<file path="src/rtl/pipe_stage_elastic_if.sv">
// Handshake bundle for the elastic writeback stage: upstream beat, flush,
// and downstream beat. The stage itself connects through the slave modport.
interface pipe_stage_elastic_if #(
    parameter int CTRL_W  = 8,
    parameter int DATA_W  = 64,
    parameter int ALIGN_W = 32
);
    logic               in_valid;
    logic               in_ready;
    logic [CTRL_W-1:0]  in_ctrl;
    logic [DATA_W-1:0]  in_data;
    logic [ALIGN_W-1:0] in_align;
    logic               flush;
    logic               out_valid;
    logic               out_ready;
    logic [CTRL_W-1:0]  out_ctrl;
    logic [DATA_W-1:0]  out_data;
    logic [ALIGN_W-1:0] out_align;

    modport master (
        output in_valid, in_ctrl, in_data, in_align, flush, out_ready,
        input  in_ready, out_valid, out_ctrl, out_data, out_align
    );

    modport slave (
        input  in_valid, in_ctrl, in_data, in_align, flush, out_ready,
        output in_ready, out_valid, out_ctrl, out_data, out_align
    );
endinterface

</file>
<file path="src/rtl/pipe_stage_elastic.sv">
// Elastic pipeline stage in front of writeback. Holds up to two beats
// (main + skid) when SKID=1, or one beat when SKID=0. Flush discards held
// beats and is counted; downstream back-pressure cycles are counted.
module pipe_stage_elastic #(
    parameter int CTRL_W  = 8,
    parameter int DATA_W  = 64,
    parameter int ALIGN_W = 32,
    parameter int SKID    = 1,
    parameter int CNT_W   = 16
) (
    input  logic                 clk,
    input  logic                 rst,
    pipe_stage_elastic_if.slave  bus,
    output logic [CNT_W-1:0]     stall_cnt,
    output logic [CNT_W-1:0]     flush_cnt
);
    typedef enum logic [1:0] {EMPTY = 2'd0, ONE = 2'd1, TWO = 2'd2} state_t;

    state_t             state;
    logic [CTRL_W-1:0]  main_ctrl,  skid_ctrl;
    logic [DATA_W-1:0]  main_data,  skid_data;
    logic [ALIGN_W-1:0] main_align, skid_align;

    logic       has_beat;
    logic       out_valid;
    logic       in_ready;
    logic       in_xfer;
    logic       out_xfer;
    logic [1:0] occ;

    // Saturating accumulate: counters stick at all-ones instead of wrapping.
    function automatic logic [CNT_W-1:0] sat_add(input logic [CNT_W-1:0] acc,
                                                 input logic [1:0] inc);
        logic [CNT_W:0] ext;
        logic [CNT_W:0] sum;
        ext      = '0;
        ext[1:0] = inc;
        sum      = {1'b0, acc} + ext;
        return sum[CNT_W] ? {CNT_W{1'b1}} : sum[CNT_W-1:0];
    endfunction

    assign has_beat = (state != EMPTY);
    assign occ      = (state == TWO) ? 2'd2 : ((state == ONE) ? 2'd1 : 2'd0);

    // Reset and flush both mask the handshake outputs combinationally so no
    // beat can move while the stage is being cleared.
    assign out_valid = rst && !bus.flush && has_beat;

    generate
        if (SKID != 0) begin : g_skid
            // Skid slot absorbs the beat in flight, so ready depends only on state.
            assign in_ready = rst && !bus.flush && (state != TWO);
        end else begin : g_single
            // Single slot: accept only when the held beat leaves this cycle.
            assign in_ready = rst && !bus.flush && (!has_beat || bus.out_ready);
        end
    endgenerate

    assign in_xfer  = bus.in_valid && in_ready;
    assign out_xfer = out_valid && bus.out_ready;

    assign bus.in_ready  = in_ready;
    assign bus.out_valid = out_valid;
    assign bus.out_ctrl  = main_ctrl;
    assign bus.out_data  = main_data;
    assign bus.out_align = main_align;

    // Occupancy FSM, payload registers and performance counters.
    always_ff @(posedge clk) begin
        if (!rst) begin
            state      <= EMPTY;
            main_ctrl  <= '0;
            main_data  <= '0;
            main_align <= '0;
            skid_ctrl  <= '0;
            skid_data  <= '0;
            skid_align <= '0;
            stall_cnt  <= '0;
            flush_cnt  <= '0;
        end else begin
            if (out_valid && !bus.out_ready) begin
                stall_cnt <= sat_add(stall_cnt, 2'd1);
            end
            if (bus.flush) begin
                state     <= EMPTY;
                flush_cnt <= sat_add(flush_cnt, occ);
            end else begin
                case (state)
                    EMPTY: begin
                        if (in_xfer) begin
                            main_ctrl  <= bus.in_ctrl;
                            main_data  <= bus.in_data;
                            main_align <= bus.in_align;
                            state      <= ONE;
                        end
                    end
                    ONE: begin
                        if (in_xfer && out_xfer) begin
                            main_ctrl  <= bus.in_ctrl;
                            main_data  <= bus.in_data;
                            main_align <= bus.in_align;
                        end else if (in_xfer) begin
                            skid_ctrl  <= bus.in_ctrl;
                            skid_data  <= bus.in_data;
                            skid_align <= bus.in_align;
                            state      <= TWO;
                        end else if (out_xfer) begin
                            state <= EMPTY;
                        end
                    end
                    TWO: begin
                        if (out_xfer) begin
                            main_ctrl  <= skid_ctrl;
                            main_data  <= skid_data;
                            main_align <= skid_align;
                            state      <= ONE;
                        end
                    end
                    default: state <= EMPTY;
                endcase
            end
        end
    end
endmodule

</file>
<file path="src/flat_wrapper.sv">
// flat-port wrapper written by rule: the top's interface ports become plain ports
module pipe_stage_elastic_flat 
#(
    parameter int CTRL_W  = 8,
    parameter int DATA_W  = 64,
    parameter int ALIGN_W = 32,
    parameter int SKID    = 1,
    parameter int CNT_W   = 16
)
  (clk, rst, stall_cnt, flush_cnt, bus_in_valid, bus_in_ctrl, bus_in_data, bus_in_align, bus_flush, bus_out_ready, bus_in_ready, bus_out_valid, bus_out_ctrl, bus_out_data, bus_out_align);
  pipe_stage_elastic_if #(.CTRL_W(CTRL_W), .DATA_W(DATA_W), .ALIGN_W(ALIGN_W)) bus_i ();
  input  logic clk;
  input  logic rst;
  output logic [CNT_W-1:0] stall_cnt;
  output logic [CNT_W-1:0] flush_cnt;
  input wire logic [$bits(bus_i.in_valid)-1:0] bus_in_valid;
  input wire logic [$bits(bus_i.in_ctrl)-1:0] bus_in_ctrl;
  input wire logic [$bits(bus_i.in_data)-1:0] bus_in_data;
  input wire logic [$bits(bus_i.in_align)-1:0] bus_in_align;
  input wire logic [$bits(bus_i.flush)-1:0] bus_flush;
  input wire logic [$bits(bus_i.out_ready)-1:0] bus_out_ready;
  output wire logic [$bits(bus_i.in_ready)-1:0] bus_in_ready;
  output wire logic [$bits(bus_i.out_valid)-1:0] bus_out_valid;
  output wire logic [$bits(bus_i.out_ctrl)-1:0] bus_out_ctrl;
  output wire logic [$bits(bus_i.out_data)-1:0] bus_out_data;
  output wire logic [$bits(bus_i.out_align)-1:0] bus_out_align;
  assign bus_i.in_valid = bus_in_valid;
  assign bus_i.in_ctrl = bus_in_ctrl;
  assign bus_i.in_data = bus_in_data;
  assign bus_i.in_align = bus_in_align;
  assign bus_i.flush = bus_flush;
  assign bus_i.out_ready = bus_out_ready;
  assign bus_in_ready = bus_i.in_ready;
  assign bus_out_valid = bus_i.out_valid;
  assign bus_out_ctrl = bus_i.out_ctrl;
  assign bus_out_data = bus_i.out_data;
  assign bus_out_align = bus_i.out_align;
  pipe_stage_elastic #(.CTRL_W(CTRL_W), .DATA_W(DATA_W), .ALIGN_W(ALIGN_W), .SKID(SKID), .CNT_W(CNT_W)) u_core (.clk(clk), .rst(rst), .bus(bus_i), .stall_cnt(stall_cnt), .flush_cnt(flush_cnt));
endmodule
</file>
<file path="config.mk">
export PLATFORM = sky130hd
export DESIGN_NAME = pipe_stage_elastic_flat
export DESIGN_NICKNAME = d
export VERILOG_FILES = /design/src/rtl/pipe_stage_elastic_if.sv /design/src/rtl/pipe_stage_elastic.sv /design/src/flat_wrapper.sv
export SDC_FILE = /design/constraint.sdc
export NUM_CORES = 1
export LEC_CHECK = 0
export CAP_MARGIN = 20
export CORE_MARGIN = 2
export CORE_UTILIZATION = 45
export CTS_CLUSTER_DIAMETER = 50
export DETAILED_ROUTE_END_ITERATION = 16
export DONT_BUFFER_PORTS = 1
export SLEW_MARGIN = 5
export SYNTH_ARGS = -nofsm -noshare
export SYNTH_HDL_FRONTEND = slang
export SYNTH_SLANG_ARGS = --single-unit
</file>
<file path="constraint.sdc">
create_clock -name clk -period 6.4 [get_ports clk]
set_input_delay 1.28 -clock clk [delete_from_list [all_inputs] [get_ports clk]]
set_output_delay 1.28 -clock clk [all_outputs]
set_load 0.05 [all_outputs]
</file>
==> impl_metrics.yaml <==
status:
  outcome: "complete, no violations"
sta:
  rsz0062_at_grt: "no"
  tightestPinTransition_ns: 1.02
  timing.setup.tns_ns: 0
  period_needed_ns: 4.31
  drv_slew: 0
  finalCritPeriodShare: 0.673
  hold_viol: 0
  max_freq_mhz: 232
  setup_viol: 0
  fin_skew_ns: 0.00793
  maxSlewHeadroom: 0.321
layout:
  final_nets: 1301
  drive_gt1_frac: 0.0532
  diodes: 0
  fillCellCount: 2148
  areaGrowthSynthToFinish_pct: 9.53
  fin_cells: 1484
global_routing:
  overflow: 0
  grt_pass1_wl_mm: 43.5
  antenna_found_initial: 0
  grt_pass1_vias: 7970
  grt_start_max_net_pins: 95
  grt_util_all_layers: 0.224
synthesis:
  ys.flop_type: "dfxtp_1"
  synth_seq_cells: 242
  ys_async_sr_fraction: 0
  yosysSeqAreaShare: 0.491
  synth_edf_count: 0
  synth.net_count: 1371
  synth.distinct_cells: 49
  synth_cells: 1258
  syn_area_per_cell_um2: 7.85
  yosysWarnings: 0
  netlist_area_mm2: 0.00987
clock_network:
  cts_tree: "yes"
  clkSinkCount: 242
  cts_setup_buffers: 0
  clk_transition_reported_paths_ns: 0.06
  post_cts_resized: 0
  cts_buffers: 29
  clock-root-buffer: "clkbuf_16"
  cts_hold_buf: 0
  clk_latency_ns: 0.53
  htreeDepth: 1
  cts_buffer_depth: 3
routing:
  drc_errors: 0
  drt_wl_total_mm: 27.4
  drt_iter0_drc: 580
  dr.pass1.iters: 4
  wl_per_cell_um: 18.4
  ant_nets: 0
  num_vias: 8610
  vias_per_cell: 5.80
critical_path:
  cp.arrival_ns: 3.03
  end_kind: "primary output"
  worst_path_max_delay_cell: "nor2_1"
  cp-start-kind: "flip-flop"
  cp_data_required_time_ns: 5.12
  cp_max_fo: 55
  critPathKind: "reg2out"
  slowest_delay_ns: 0.86
  crit_chain: "nand2b_4 -> clkinv_2 -> nor2_1"
floorplan:
  io_pins: 247
  start_util: 0.455
  num_rows: 54
  die_x_um: 152
  core_area_mm2: 0.0217
  die_area_mm2: 0.0231
  dieHeight_um: 152
place:
  place_congestion: 0.839
  io_buffers: 0
  numPlacedInstances: 1437
  hpwl_mm: 15.8
power_and_ir_drop:
  p_leak_uw: 0.00352
  powerDensity_mw_per_mm2: 314
  peakVddDrop_mv: 0.197
worst_hold_path:
  hp-class: "reg2reg"
run:
  maxCapViolCount: 0
[power by group]
| part | switching, µW | internal [µW] |
|---|---|---|
| Clock | 609 | 935 |
| Combinational | 101 | 47.7 |
| Sequential | 155 | 1550 |
| Total | 865 | 2530 |
[worst paths after layout]
check,depth (start not counted),endpoint,start,slack (ns)
setup reg to reg,6,u_core.bus.out_align[6],u_core.state[1],2.71
hold / removal,2,u_core.skid_data[25],u_core.skid_data[25],0.45
setup / recovery,3,bus_in_ready,u_core.state[0],2.09
hold reg to reg,2,u_core.skid_data[25],u_core.skid_data[25],0.45
[cell usage after synthesis (4+ instances only)]
| library cell | number | share of area |
|---|---|---|
| buf_1 | 4 | 0.0015 |
| xnor2_1 | 11 | 0.0098 |
| and2_1 | 4 | 0.0025 |
| nor4_1 | 6 | 0.0038 |
| a31oi_1 | 8 | 0.0051 |
| nand4_1 | 4 | 0.0025 |
| inv_1 | 5 | 0.0019 |
| buf_2 | 9 | 0.0046 |
| nor2b_1 | 4 | 0.0025 |
| a21oi_1 | 230 | 0.12 |
| nand3_1 | 11 | 0.0056 |
| nor3_1 | 6 | 0.0030 |
| dfxtp_1 | 242 | 0.49 |
| nor2_1 | 17 | 0.0065 |
| a311oi_1 | 106 | 0.094 |
| clkbuf_1 | 96 | 0.037 |
| o21ai_0 | 7 | 0.0035 |
| nand2_1 | 438 | 0.17 |
[logic make-up (layout without fill, tap and decap cells)]
kind of cell / Yosys count / count (layout) / synth area share
adder cells (fa/ha/maj): 4 / 4 / 0.00583
buffers and inverters: 118 / 64 / 0.0469
AND/OR/NAND/NOR: 514 / 514 / 0.211
multiplexers: 3 / 3 / 0.00304
XOR/XNOR: 13 / 13 / 0.0115
AO/OA/AOI/OAI: 364 / 364 / 0.230
flip-flops: 242 / 242 / 0.491
[stage by stage]
| step | util | setup WS (ns) | total power, µW | hold WS (ns) | cell area [µm²] |
|---|---|---|---|---|---|
| global placement | 0.457 | 2.52 | 1880 | 0.442 | 9900 |
| CTS | 0.498 | 2.01 | 3440 | 0.454 | 10800 |
| detailed placement | 0.457 | 2.48 | 1890 | 0.447 | 9900 |
| floorplan | - | 2.85 | 1840 | 0.437 | 9870 |
| finish | 0.498 | 2.09 | 3390 | 0.451 | 10800 |
| global route | 0.498 | 1.89 | 3510 | 0.464 | 10800 |
[area by class of cell]
class / instances / area (µm²) / share of cell area
Sequential cell: 242 / 4840 / 0.448
Multi-Input combinational cell: 898 / 4600 / 0.426
Clock buffer: 43 / 878 / 0.0812
Tap cell: 280 / 350 / 0.0324
Timing Repair Buffer: 10 / 75.1 / 0.00694
Inverter: 7 / 32.5 / 0.00301
Clock inverter: 4 / 28.8 / 0.00266
[per-layer routing]
layer	share of wire	vias up	track usage
met5	0	-	0
li1	-	4232	-
met2	0.46	249	0.359
met1	0.44	4091	0.292
met3	0.083	38	0.0736
met4	0.021	0	0.0610
[flip-flops by register name, indices dropped and copies added (netlist names)]
register and cells:
u_core.bus.out_data 64, u_core.bus.out_align 32, u_core.flush_cnt 16, u_core.bus.out_ctrl 8
u_core.skid_data 64, u_core.skid_ctrl 8, u_core.skid_align 32, u_core.state 2
u_core.stall_cnt 16
[placed cells by master (no fill, tap or decap), types with 3 or more instances in the layout]
| master | count |
|---|---|
| and3_1 | 3 |
| nand4_1 | 4 |
| a31oi_1 | 8 |
| inv_1 | 5 |
| clkbuf_16 | 29 |
| nor3_1 | 6 |
| nor2b_1 | 4 |
| or3_1 | 3 |
| mux2i_1 | 3 |
| buf_4 | 10 |
| dfxtp_1 | 242 |
| clkbuf_8 | 10 |
| a21oi_1 | 230 |
| xnor2_1 | 11 |
| and2_1 | 3 |
| a311oi_1 | 106 |
| nor2_1 | 15 |
| nand2_1 | 438 |
| ha_1 | 3 |
| nand4b_1 | 3 |
| nand3_1 | 11 |
| nor4_1 | 6 |
| o21ai_0 | 7 |
| clkbuf_1 | 4 |
[critical path, delay by kind of cell (launching register included)]
family | cells | cell delay, ns
flops | 1 | 0.40
buf+inv | 1 | 0.61
simple gates | 2 | 1.48
(Power assumes the default switching activity.)
